`config.mk`:
```
export PLATFORM = sky130hd
export DESIGN_NAME = logcap_cmd_master
export DESIGN_NICKNAME = d
export VERILOG_FILES = /design/src/rtl/logcap_cmd_master.sv
export SDC_FILE = /design/constraint.sdc
export NUM_CORES = 1
export LEC_CHECK = 0
export BUFFER_PORTS_ARGS = -buffer_cell sky130_fd_sc_hd__buf_2
export CORE_MARGIN = 4
export CORE_UTILIZATION = 57
export DETAILED_ROUTE_END_ITERATION = 16
export HOLD_SLACK_MARGIN = 0.03
export PLACE_DENSITY = 0.82
export SYNTH_ARGS = -nofsm -noshare
export SYNTH_HDL_FRONTEND = slang
export SYNTH_SLANG_ARGS = --single-unit
```
`constraint.sdc`:
```
create_clock -name clk -period 5.65 [get_ports clk]
set_input_delay 0.8475 -clock clk [delete_from_list [all_inputs] [get_ports clk]]
set_output_delay 0.8475 -clock clk [all_outputs]
set_load 0.005 [all_outputs]
```
`src/rtl/logcap_cmd_master.sv`:
```
// logcap_cmd_master: host-side command master for the logic-capture core.
// Queues {opcode, payload, burst} requests, drives command/commandStrobe,
// waits for the status ack, captures regOut, completes the CMD_ACK handshake
// and returns one response per burst iteration. An ack that never arrives
// (or never clears) ends the request with an ABORT command and an error response.
module logcap_cmd_master #(
    parameter int NUM_REGS    = 8,
    parameter int QDEPTH      = 4,
    parameter int ACK_TIMEOUT = 1024,
    parameter int ACK_BIT     = 3,
    parameter int CNT_W       = 16
) (
    input  logic                  clk,
    input  logic                  resetn,
    input  logic                  req_valid,
    output logic                  req_ready,
    input  logic [7:0]            req_cmd,
    input  logic [NUM_REGS*8-1:0] req_payload,
    input  logic [CNT_W-1:0]      req_burst,
    output logic                  rsp_valid,
    input  logic                  rsp_ready,
    output logic [NUM_REGS*8-1:0] rsp_data,
    output logic                  rsp_err,
    output logic                  rsp_last,
    output logic [7:0]            command,
    output logic                  commandStrobe,
    output logic [NUM_REGS*8-1:0] regIn,
    input  logic [NUM_REGS*8-1:0] regOut,
    input  logic [7:0]            status,
    output logic                  busy
);
    localparam int PW = NUM_REGS * 8;
    localparam int AW = $clog2(QDEPTH);
    localparam int TW = $clog2(ACK_TIMEOUT) + 1;
    localparam logic [TW-1:0]    T_LAST = TW'(ACK_TIMEOUT - 1);
    localparam logic [TW-1:0]    T_ONE  = TW'(1);
    localparam logic [CNT_W-1:0] ONE    = CNT_W'(1);
    localparam logic [7:0] CMD_NOP   = 8'h00;
    localparam logic [7:0] CMD_ABORT = 8'h02;
    localparam logic [7:0] CMD_ACK   = 8'h08;

    typedef enum logic [3:0] {
        IDLE, LOAD, ARM, STROBE, WAIT_ACK, CAPTURE, ACK_STROBE, WAIT_CLR, RSP, ABORT
    } state_t;

    // Request queue storage (data only, never reset)
    logic [7:0]       cmd_mem_q   [QDEPTH];
    logic [PW-1:0]    pay_mem_q   [QDEPTH];
    logic [CNT_W-1:0] burst_mem_q [QDEPTH];

    logic [AW:0] wr_ptr_q, wr_ptr_d, rd_ptr_q, rd_ptr_d;
    logic        q_empty, q_full, push, pop;
    logic [7:0]       head_cmd;
    logic [PW-1:0]    head_payload;
    logic [CNT_W-1:0] head_burst;

    state_t           state_q, state_d;
    logic [7:0]       command_q, command_d, orig_cmd_q, orig_cmd_d;
    logic             strobe_q, strobe_d;
    logic [PW-1:0]    regin_q, regin_d, rsp_data_q, rsp_data_d;
    logic             rsp_err_q, rsp_err_d, rsp_last_q, rsp_last_d;
    logic [CNT_W-1:0] remaining_q, remaining_d;
    logic [TW-1:0]    tmo_cnt_q, tmo_cnt_d;
    logic             ack;
    logic             unused_status;

    assign ack           = status[ACK_BIT];
    assign unused_status = ^status;

    assign q_empty = (wr_ptr_q == rd_ptr_q);
    assign q_full  = (wr_ptr_q[AW] != rd_ptr_q[AW]) && (wr_ptr_q[AW-1:0] == rd_ptr_q[AW-1:0]);
    assign head_cmd     = cmd_mem_q[rd_ptr_q[AW-1:0]];
    assign head_payload = pay_mem_q[rd_ptr_q[AW-1:0]];
    assign head_burst   = burst_mem_q[rd_ptr_q[AW-1:0]];

    assign req_ready     = !q_full;
    assign rsp_valid     = (state_q == RSP);
    assign rsp_data      = rsp_data_q;
    assign rsp_err       = rsp_err_q;
    assign rsp_last      = rsp_last_q;
    assign command       = command_q;
    assign commandStrobe = strobe_q;
    assign regIn         = regin_q;
    assign busy          = (state_q != IDLE) || !q_empty;

    // Queue pointer update; pop happens in LOAD, which consumes the head entry
    always_comb begin
        push     = req_valid && !q_full;
        wr_ptr_d = wr_ptr_q;
        rd_ptr_d = rd_ptr_q;
        if (push) wr_ptr_d = wr_ptr_q + 1'b1;
        if (pop)  rd_ptr_d = rd_ptr_q + 1'b1;
    end

    // Queue entry write
    always_ff @(posedge clk) begin
        if (push) begin
            cmd_mem_q[wr_ptr_q[AW-1:0]]   <= req_cmd;
            pay_mem_q[wr_ptr_q[AW-1:0]]   <= req_payload;
            burst_mem_q[wr_ptr_q[AW-1:0]] <= req_burst;
        end
    end

    // Sequencer next-state; bus outputs are registered so the strobe and its
    // command appear together in the cycle the FSM sits in a strobe state
    always_comb begin
        state_d     = state_q;
        command_d   = command_q;
        orig_cmd_d  = orig_cmd_q;
        strobe_d    = 1'b0;
        regin_d     = regin_q;
        rsp_data_d  = rsp_data_q;
        rsp_err_d   = rsp_err_q;
        rsp_last_d  = rsp_last_q;
        remaining_d = remaining_q;
        tmo_cnt_d   = tmo_cnt_q;
        pop         = 1'b0;
        unique case (state_q)
            IDLE: begin
                // A push in this cycle is already in memory when LOAD reads it
                if (!q_empty || push) state_d = LOAD;
            end
            LOAD: begin
                pop         = 1'b1;
                regin_d     = head_payload;
                command_d   = head_cmd;
                orig_cmd_d  = head_cmd;
                rsp_err_d   = 1'b0;
                remaining_d = (head_burst == '0) ? ONE : head_burst;
                if (head_cmd == CMD_NOP) begin
                    // NOP never touches the bus and always completes in one response
                    remaining_d = ONE;
                    rsp_data_d  = '0;
                    rsp_last_d  = 1'b1;
                    state_d     = RSP;
                end else begin
                    state_d = ARM;
                end
            end
            ARM: begin
                if (!ack) begin
                    strobe_d  = 1'b1;
                    tmo_cnt_d = '0;
                    state_d   = STROBE;
                end
            end
            STROBE: begin
                tmo_cnt_d = tmo_cnt_q + T_ONE;
                state_d   = WAIT_ACK;
            end
            WAIT_ACK: begin
                tmo_cnt_d = tmo_cnt_q + T_ONE;
                if (ack) begin
                    state_d = CAPTURE;
                end else if (tmo_cnt_q == T_LAST) begin
                    command_d = CMD_ABORT;
                    strobe_d  = 1'b1;
                    state_d   = ABORT;
                end
            end
            CAPTURE: begin
                rsp_data_d = regOut;
                command_d  = CMD_ACK;
                strobe_d   = 1'b1;
                tmo_cnt_d  = '0;
                state_d    = ACK_STROBE;
            end
            ACK_STROBE: begin
                tmo_cnt_d = tmo_cnt_q + T_ONE;
                state_d   = WAIT_CLR;
            end
            WAIT_CLR: begin
                tmo_cnt_d = tmo_cnt_q + T_ONE;
                if (!ack) begin
                    rsp_last_d = (remaining_q == ONE);
                    state_d    = RSP;
                end else if (tmo_cnt_q == T_LAST) begin
                    command_d = CMD_ABORT;
                    strobe_d  = 1'b1;
                    state_d   = ABORT;
                end
            end
            RSP: begin
                if (rsp_ready) begin
                    if (remaining_q > ONE) begin
                        remaining_d = remaining_q - ONE;
                        command_d   = orig_cmd_q;
                        state_d     = ARM;
                    end else begin
                        state_d = IDLE;
                    end
                end
            end
            ABORT: begin
                rsp_err_d   = 1'b1;
                rsp_last_d  = 1'b1;
                rsp_data_d  = '0;
                remaining_d = ONE;
                state_d     = RSP;
            end
            default: state_d = IDLE;
        endcase
    end

    // State and output registers; reset drops everything with no ABORT
    always_ff @(posedge clk or negedge resetn) begin
        if (!resetn) begin
            state_q     <= IDLE;
            wr_ptr_q    <= '0;
            rd_ptr_q    <= '0;
            command_q   <= 8'h00;
            orig_cmd_q  <= 8'h00;
            strobe_q    <= 1'b0;
            regin_q     <= '0;
            rsp_data_q  <= '0;
            rsp_err_q   <= 1'b0;
            rsp_last_q  <= 1'b0;
            remaining_q <= '0;
            tmo_cnt_q   <= '0;
        end else begin
            state_q     <= state_d;
            wr_ptr_q    <= wr_ptr_d;
            rd_ptr_q    <= rd_ptr_d;
            command_q   <= command_d;
            orig_cmd_q  <= orig_cmd_d;
            strobe_q    <= strobe_d;
            regin_q     <= regin_d;
            rsp_data_q  <= rsp_data_d;
            rsp_err_q   <= rsp_err_d;
            rsp_last_q  <= rsp_last_d;
            remaining_q <= remaining_d;
            tmo_cnt_q   <= tmo_cnt_d;
        end
    end

endmodule

```
After elaboration in Yosys (flattened, before gate mapping)
Memory sizes are Yosys's and may differ from the RTL's. A register that Yosys moved wholly into a read port is not among the register bits.
Cells that the tools add are included.
{"block": "totals", "ff_bits": 120, "latchBits": 0, "ramBits": 352, "rom_bits": 0, "inputBits": 164, "out_inout_bits": 142, "wordCells": 101, "mem_count": 3}
{"memory": "pay_mem_q", "words": 4, "word_bits": 64, "rd": 1, "rd_ports_with_merged_regs": 1, "write_ports": 1, "line": "48", "text": "logic [PW-1:0] pay_mem_q [QDEPTH];"}
{"memory": "burst_mem_q", "words": 4, "word_bits": 16, "rd": 1, "rd_ports_with_merged_regs": 0, "write_ports": 1, "line": "49", "text": "logic [CNT_W-1:0] burst_mem_q [QDEPTH];"}
{"memory": "cmd_mem_q", "words": 4, "word_bits": 8, "rd": 1, "rd_ports_with_merged_regs": 0, "write_ports": 1, "line": "47", "text": "logic [7:0] cmd_mem_q [QDEPTH];"}
{"block": "classes", "n_addsub": 4, "mul": 0, "div": 0, "n_lt_le_gt_ge": 1, "eq_ne": 22, "shifts": 0, "mux": 36, "bitwise_logic": 0, "reduce_logical": 24}
{"op": "one-hot mux 64 bit (3 select lines)", "n": 1}
{"op": "2-to-1 mux 16 bit", "n": 4}
{"op": "2-to-1 mux 64 bit", "n": 1}
{"op": "one-hot mux 16 bit (3 select lines)", "n": 1}
{"op": "2-to-1 mux 8 bit", "n": 5}
{"op": "one-hot mux 4 bit (10 select lines)", "n": 1}
{"op": "one-hot mux 8 bit (5 select lines)", "n": 1}
{"op": "one-hot mux 11 bit (3 select lines)", "n": 1}
{"op": "2-to-1 mux 4 bit", "n": 7}
{"op": "== test 16 x 1 -> 1 bit, second input constant", "n": 1}
{"op": "== test 4 x 3 -> 1 bit, second input constant", "n": 4}
{"op": "> comparator 16 x 1 -> 1 bit, second input constant", "n": 1}
{"op": "zero test 16 bit", "n": 1}
{"op": "subtractor 16 x 1 -> 16 bit, second input constant", "n": 1}
{"op": "inequality test 2 bit, second input constant", "n": 6}
{"op": "nonzero test 3 bit", "n": 4}
{"op": "adder 11 x 1 -> 11 bit, second input constant", "n": 1}
{"op": "== test 11 x 10 -> 1 bit, second input constant", "n": 1}
{"op": "2-to-1 mux 11 bit", "n": 1}
{"op": "2-to-1 mux 1 bit", "n": 9}
{"op": "AND reduction 3 bit", "n": 3}
{"op": "== test 4 x 2 -> 1 bit, second input constant", "n": 2}
{"op": "== test 4 bit, second input constant", "n": 2}
{"op": "zero test 8 bit", "n": 1}
{"op": "other kinds (20)", "n": 27}

Depth between registers and ports, before layout
{"block": "depth", "depth_word": 7, "ltp_mapped": 8, "mapped_depth_nobuf": 7}

Least setup slack after synthesis
Ideal clock, no wire load.
{"block": "synth_path", "path_kind": "reg-to-reg", "startpoint": "register rd_ptr_q[0]", "endpoint": "memory burst_mem_q[3][0] (enable)", "setup_time_ns": 0.458, "arrival_time_ns": 3.676, "required_time_ns": 5.192, "setup_slack_ns": 1.516, "path_stages_with_launch": 8, "n_path_buf": 3, "synth_period_minus_slack_ns": 4.134, "cell_sequence": "dfrtp_1 -> buf_6 -> buf_4 -> buf_2 -> xor2_1 -> nor2_1 -> a21boi_1 -> and2_1"}
{"block": "synth_via", "elab_chain_cells": 6}
{"element": "start, declared", "line": "51", "text": "logic [AW:0] wr_ptr_q, wr_ptr_d, rd_ptr_q, rd_ptr_d;"}
{"element": "start signal, assigned", "line": "223", "text": "rd_ptr_q <= rd_ptr_d;"}
{"element": "== test 2 bit", "line": "71", "text": "assign q_full = (wr_ptr_q[AW] != rd_ptr_q[AW]) && (wr_ptr_q[AW-1:0] == rd_ptr_q[AW-1:0]);"}
{"element": "logical AND 1 bit", "line": "71"}
{"element": "zero test 1 bit", "line": "88", "text": "push = req_valid && !q_full;"}
{"element": "logical AND 1 bit", "line": "88"}
{"element": "2-to-1 mux 1 bit", "line": "97", "text": "if (push) begin"}
{"element": "2-to-1 mux 1 bit (not written as such)", "line": "100", "text": "burst_mem_q[wr_ptr_q[AW-1:0]] <= req_burst;"}
{"element": "end, declared", "line": "49"}
Every way passes these cells.

Worst setup path after layout
{"block": "layout_path", "startpoint": "register state_q[3]", "endpoint": "output port rsp_valid"}
{"block": "layout_via", "elab_chain_cells": 1}
{"element": "start, declared", "line": "57", "text": "state_t state_q, state_d;"}
{"element": "start signal, assigned", "line": "221", "text": "state_q <= state_d;"}
{"element": "== test 4 bit", "line": "77", "text": "assign rsp_valid = (state_q == RSP);"}
{"element": "end, declared", "line": "20", "text": "output logic rsp_valid,"}
Every way passes these cells.

==> flow_summary.ini <==
[run_status]
outcome = completed

[flow_run]
maxCapViolations = 0

[floorplan]
placement_rows = 69
floorplan.initialDensity = 0.578
io_pins = 306
floorplan.die.height_um = 198
die_area_um2 = 39200
design.core.area_um2 = 35600
chipWidth_um = 198

[worst_setup_path]
critical_path.slowest_cell = sky130_fd_sc_hd__dfrtp_1
cp_slowest_stage_delay_ns = 0.86
required_ns = 4.80
cp_cell_sequence = or4b_1 > inv_1 > buf_2
setup.worst_path.class = register to output port
critPathMaxFanout = 28
critical_path.startpoint_type = register
data_arrival_time_of_the_critical_path_ns = 3.07
worst_setup_path_end_kind = output port

[placement]
placedInstanceArea_um2 = 22500
place_inst = 1810
detailedPlacementHpwl_um = 26400
final_weighted_congestion_in_routability_driven_placement = 0.886
placement.io_buffers = 298

[synthesis]
yosys.area.top_type_share = 0.514
netlist_top_cells_count = sky130_fd_sc_hd__edfxtp_1, sky130_fd_sc_hd__dfrtp_1, sky130_fd_sc_hd__mux4_2
avgSynthCellArea_um2 = 18.8
synth_simple_gate_area_frac = 0.0330
synth_top_family_by_area = multiplexers
ys_seq_area_frac = 0.738
postSynthCellCount = 1092
synth_compound_area_frac = 0.0603
post_synth_instance_area_um2 = 20600
ys_top_cells_by_area = sky130_fd_sc_hd__edfxtp_1, sky130_fd_sc_hd__dfrtp_1, sky130_fd_sc_hd__mux4_2, sky130_fd_sc_hd__mux2_2, sky130_fd_sc_hd__a22o_1
synth-adder-area-share = 0.00486
post_synth_xor_area_fraction = 0.00596
ys_types = 63
synth_fp_nets = 1264
synth_edf_count = 352
synth-warning-count = 0
synth.mux.area_fraction = 0.141
synth_top_flop_cell = sky130_fd_sc_hd__edfxtp_1
netlist.top_cell.by_area = sky130_fd_sc_hd__edfxtp_1
async_reset_ff_frac = 0.343
synth.ff_latch_count = 536
yosys.cell_count.top_type = sky130_fd_sc_hd__edfxtp_1

[sta]
setup_failing_eps_final = 0
fin_crit_ns = 3.92
fmaxAchievable_mhz = 255
fin_skew_ns = 0.0215
final-hold-violation-count = 0
number_of_max_slew_violations_in_the_final_report = 0
timing.setup.tns_ns = 0
max-slew-margin-rel = 0.164
post-route-period-util = 0.694
grt_setup_unrepaired = no
max_slew.worst_pin.slew_ns = 1.25

[clock_network]
cts_hold_buf = 0
tritoncts_clock_tree = done
htree_num_levels = 2
cts_setup_buffers = 0
clkSlewWorstSetupHoldPaths_ns = 0.06
cts_inserted_buffers = 51
cts.sinks = 536
root_buffer = sky130_fd_sc_hd__clkbuf_16
clock_latency_ns = 0.60
clockBufferDepth = 3
post_cts_resized = 0

[final_layout]
final-seq-area_um2 = 15200
fill_cell_total_of_the_finished_layout = 2260
layout-drive-gt1-share = 0.404
multi_input_area_um2 = 5070
final_design_area_no_fill_um2 = 24300
nNetsFinal = 1574
area_delta_synth_final_pct = 18.1
finish.utilization = 0.683
fin_cells = 1911

[global_route]
grt_usage = 0.219
grt-busiest-layer = met2
grt_overflow_total = 0
grt_pass1_wl_um = 66300
met3_layer_usage_reported_by_global_route = 0.0551
via_count_of_the_first_global_routing_pass = 11600
grt_start_max_net_pins = 94
met2_routing_resource_usage_after_global_routing = 0.349
globalRouteMet1Util = 0.295
grt_antenna_before_repair = 12

[min_path]
min_path_type = primary input to asynchronous set/reset pin

[power]
static-leakage-power_nw = 9.41
power.density_nw_per_um2 = 553
maximum_vdd_drop_v = 0.000367

[detailed_routing]
drcViolationCount = 0
wl_per_cell_um = 22.5
routed-via-count = 11300
detail-route-antenna-nets = 0
wirelength_um = 42900
first_pass_iters = 6
detail_route.vias_per_cell = 5.91
number_of_drc_markers_in_iteration_0 = 780
-- report_power, final --
part           switching [mW]  leakage, nW  internal (mW)  total [mW]
Sequential              0.684         5.49           5.46        6.14
Combinational            1.88         3.06           1.90        3.78
Clock                    1.43        0.865           2.09        3.52
Total                    3.99         9.41           9.44        13.4
-- metal layers --
layer | routed length (µm) | vias up | part of all wire
li1 | - | 5021 | -
met1 | 17100 | 5687 | 0.40
met2 | 20800 | 474 | 0.48
met3 | 3410 | 99 | 0.079
met4 | 1500 | 14 | 0.035
met5 | 101 | - | 0.0024
-- placed cells by master, fill, tap and decap left out, types with 4 or more instances in the layout --
cell type,Yosys,final
sky130_fd_sc_hd__a221o_1,4,4
sky130_fd_sc_hd__o21ai_0,25,25
sky130_fd_sc_hd__bufinv_16,0,6
sky130_fd_sc_hd__buf_2,13,297
sky130_fd_sc_hd__clkbuf_1,33,14
sky130_fd_sc_hd__diode_2,0,6
sky130_fd_sc_hd__dfrtp_1,184,182
sky130_fd_sc_hd__nor2_1,29,28
sky130_fd_sc_hd__buf_4,1,15
sky130_fd_sc_hd__clkinv_2,0,7
sky130_fd_sc_hd__nand3_1,6,6
sky130_fd_sc_hd__mux4_2,88,88
sky130_fd_sc_hd__clkbuf_8,0,11
sky130_fd_sc_hd__nand2_1,27,27
sky130_fd_sc_hd__edfxtp_1,352,352
sky130_fd_sc_hd__o22ai_1,4,4
sky130_fd_sc_hd__a31oi_1,5,5
sky130_fd_sc_hd__nand4_1,8,8
sky130_fd_sc_hd__nand2b_1,6,6
sky130_fd_sc_hd__xnor2_1,9,9
sky130_fd_sc_hd__a22o_1,70,70
sky130_fd_sc_hd__nor3_1,9,8
sky130_fd_sc_hd__xor2_1,5,5
sky130_fd_sc_hd__clkbuf_16,0,51
sky130_fd_sc_hd__and2_4,0,4
sky130_fd_sc_hd__nor4_1,16,16
sky130_fd_sc_hd__ha_1,8,8
sky130_fd_sc_hd__inv_1,16,16
sky130_fd_sc_hd__mux2_2,82,82
sky130_fd_sc_hd__a21oi_1,21,21
-- flip-flops by register name, indices dropped and copies added, names as in the netlist --
name and flops:
wr_ptr_q 3, rsp_err 1, cmd_mem_q 32, command 8, pay_mem_q 256, orig_cmd_q 8
remaining_q 16, regIn 64, tmo_cnt_q 11, rsp_data 64, burst_mem_q 64, rd_ptr_q 3
rsp_last 1, commandStrobe 1, state_q 4
-- cell type report --
class                   instances  area share
flip-flops and latches        536       0.625
clock inverters                20      0.0119
inverters                      16     0.00247
clock buffers                  75      0.0604
well taps                     461      0.0237
diodes                          6    0.000618
multi-input cells             483       0.209
repair buffers                314      0.0672
-- kinds of logic (layout without fill, tap and decap cells) --
family | after synthesis | after routing
AND/OR/NAND/NOR | 127 | 127
other | 0 | 6
adder cells (fa/ha/maj) | 8 | 8
multiplexers | 170 | 170
flip-flops | 536 | 536
buffers and inverters | 73 | 425
XOR/XNOR | 14 | 14
AO/OA/AOI/OAI | 164 | 164
-- worst max-delay path, delay by kind of cell, from the launching register on --
family                 cells  cell delay [ns]
buffers and inverters      2             0.78
flip-flops                 1             0.86
AND/OR/NAND/NOR            1             0.84
-- per-stage QoR --
stage	hold slack (ns)	power (mW)	setup slack [ns]
3_3_place_gp	0.475	9.87	2.20
6_report	0.310	13.4	1.73
2_1_floorplan	0.460	8.65	1.52
4_1_cts	0.329	13.6	1.71
3_5_place_dp	0.476	10.0	2.16
5_1_grt	0.358	14.2	1.58
-- final timing paths --
check	endpoint	slack, ns	depth (start not counted)	start
max	rsp_valid	1.73	3	state_q[3]
max reg2reg	rsp_data[54]	2.19	5	rd_ptr_q[0]
max in group asynchronous	rd_ptr_q[1]	4.25	2	resetn
min in group clk	pay_mem_q[1][43]	0.46	1	req_payload[43]
min reg2reg	wr_ptr_q[2]	0.49	1	wr_ptr_q[2]
min	rsp_data[57]	0.31	1	resetn
Power figures use the tool's default switching activity.
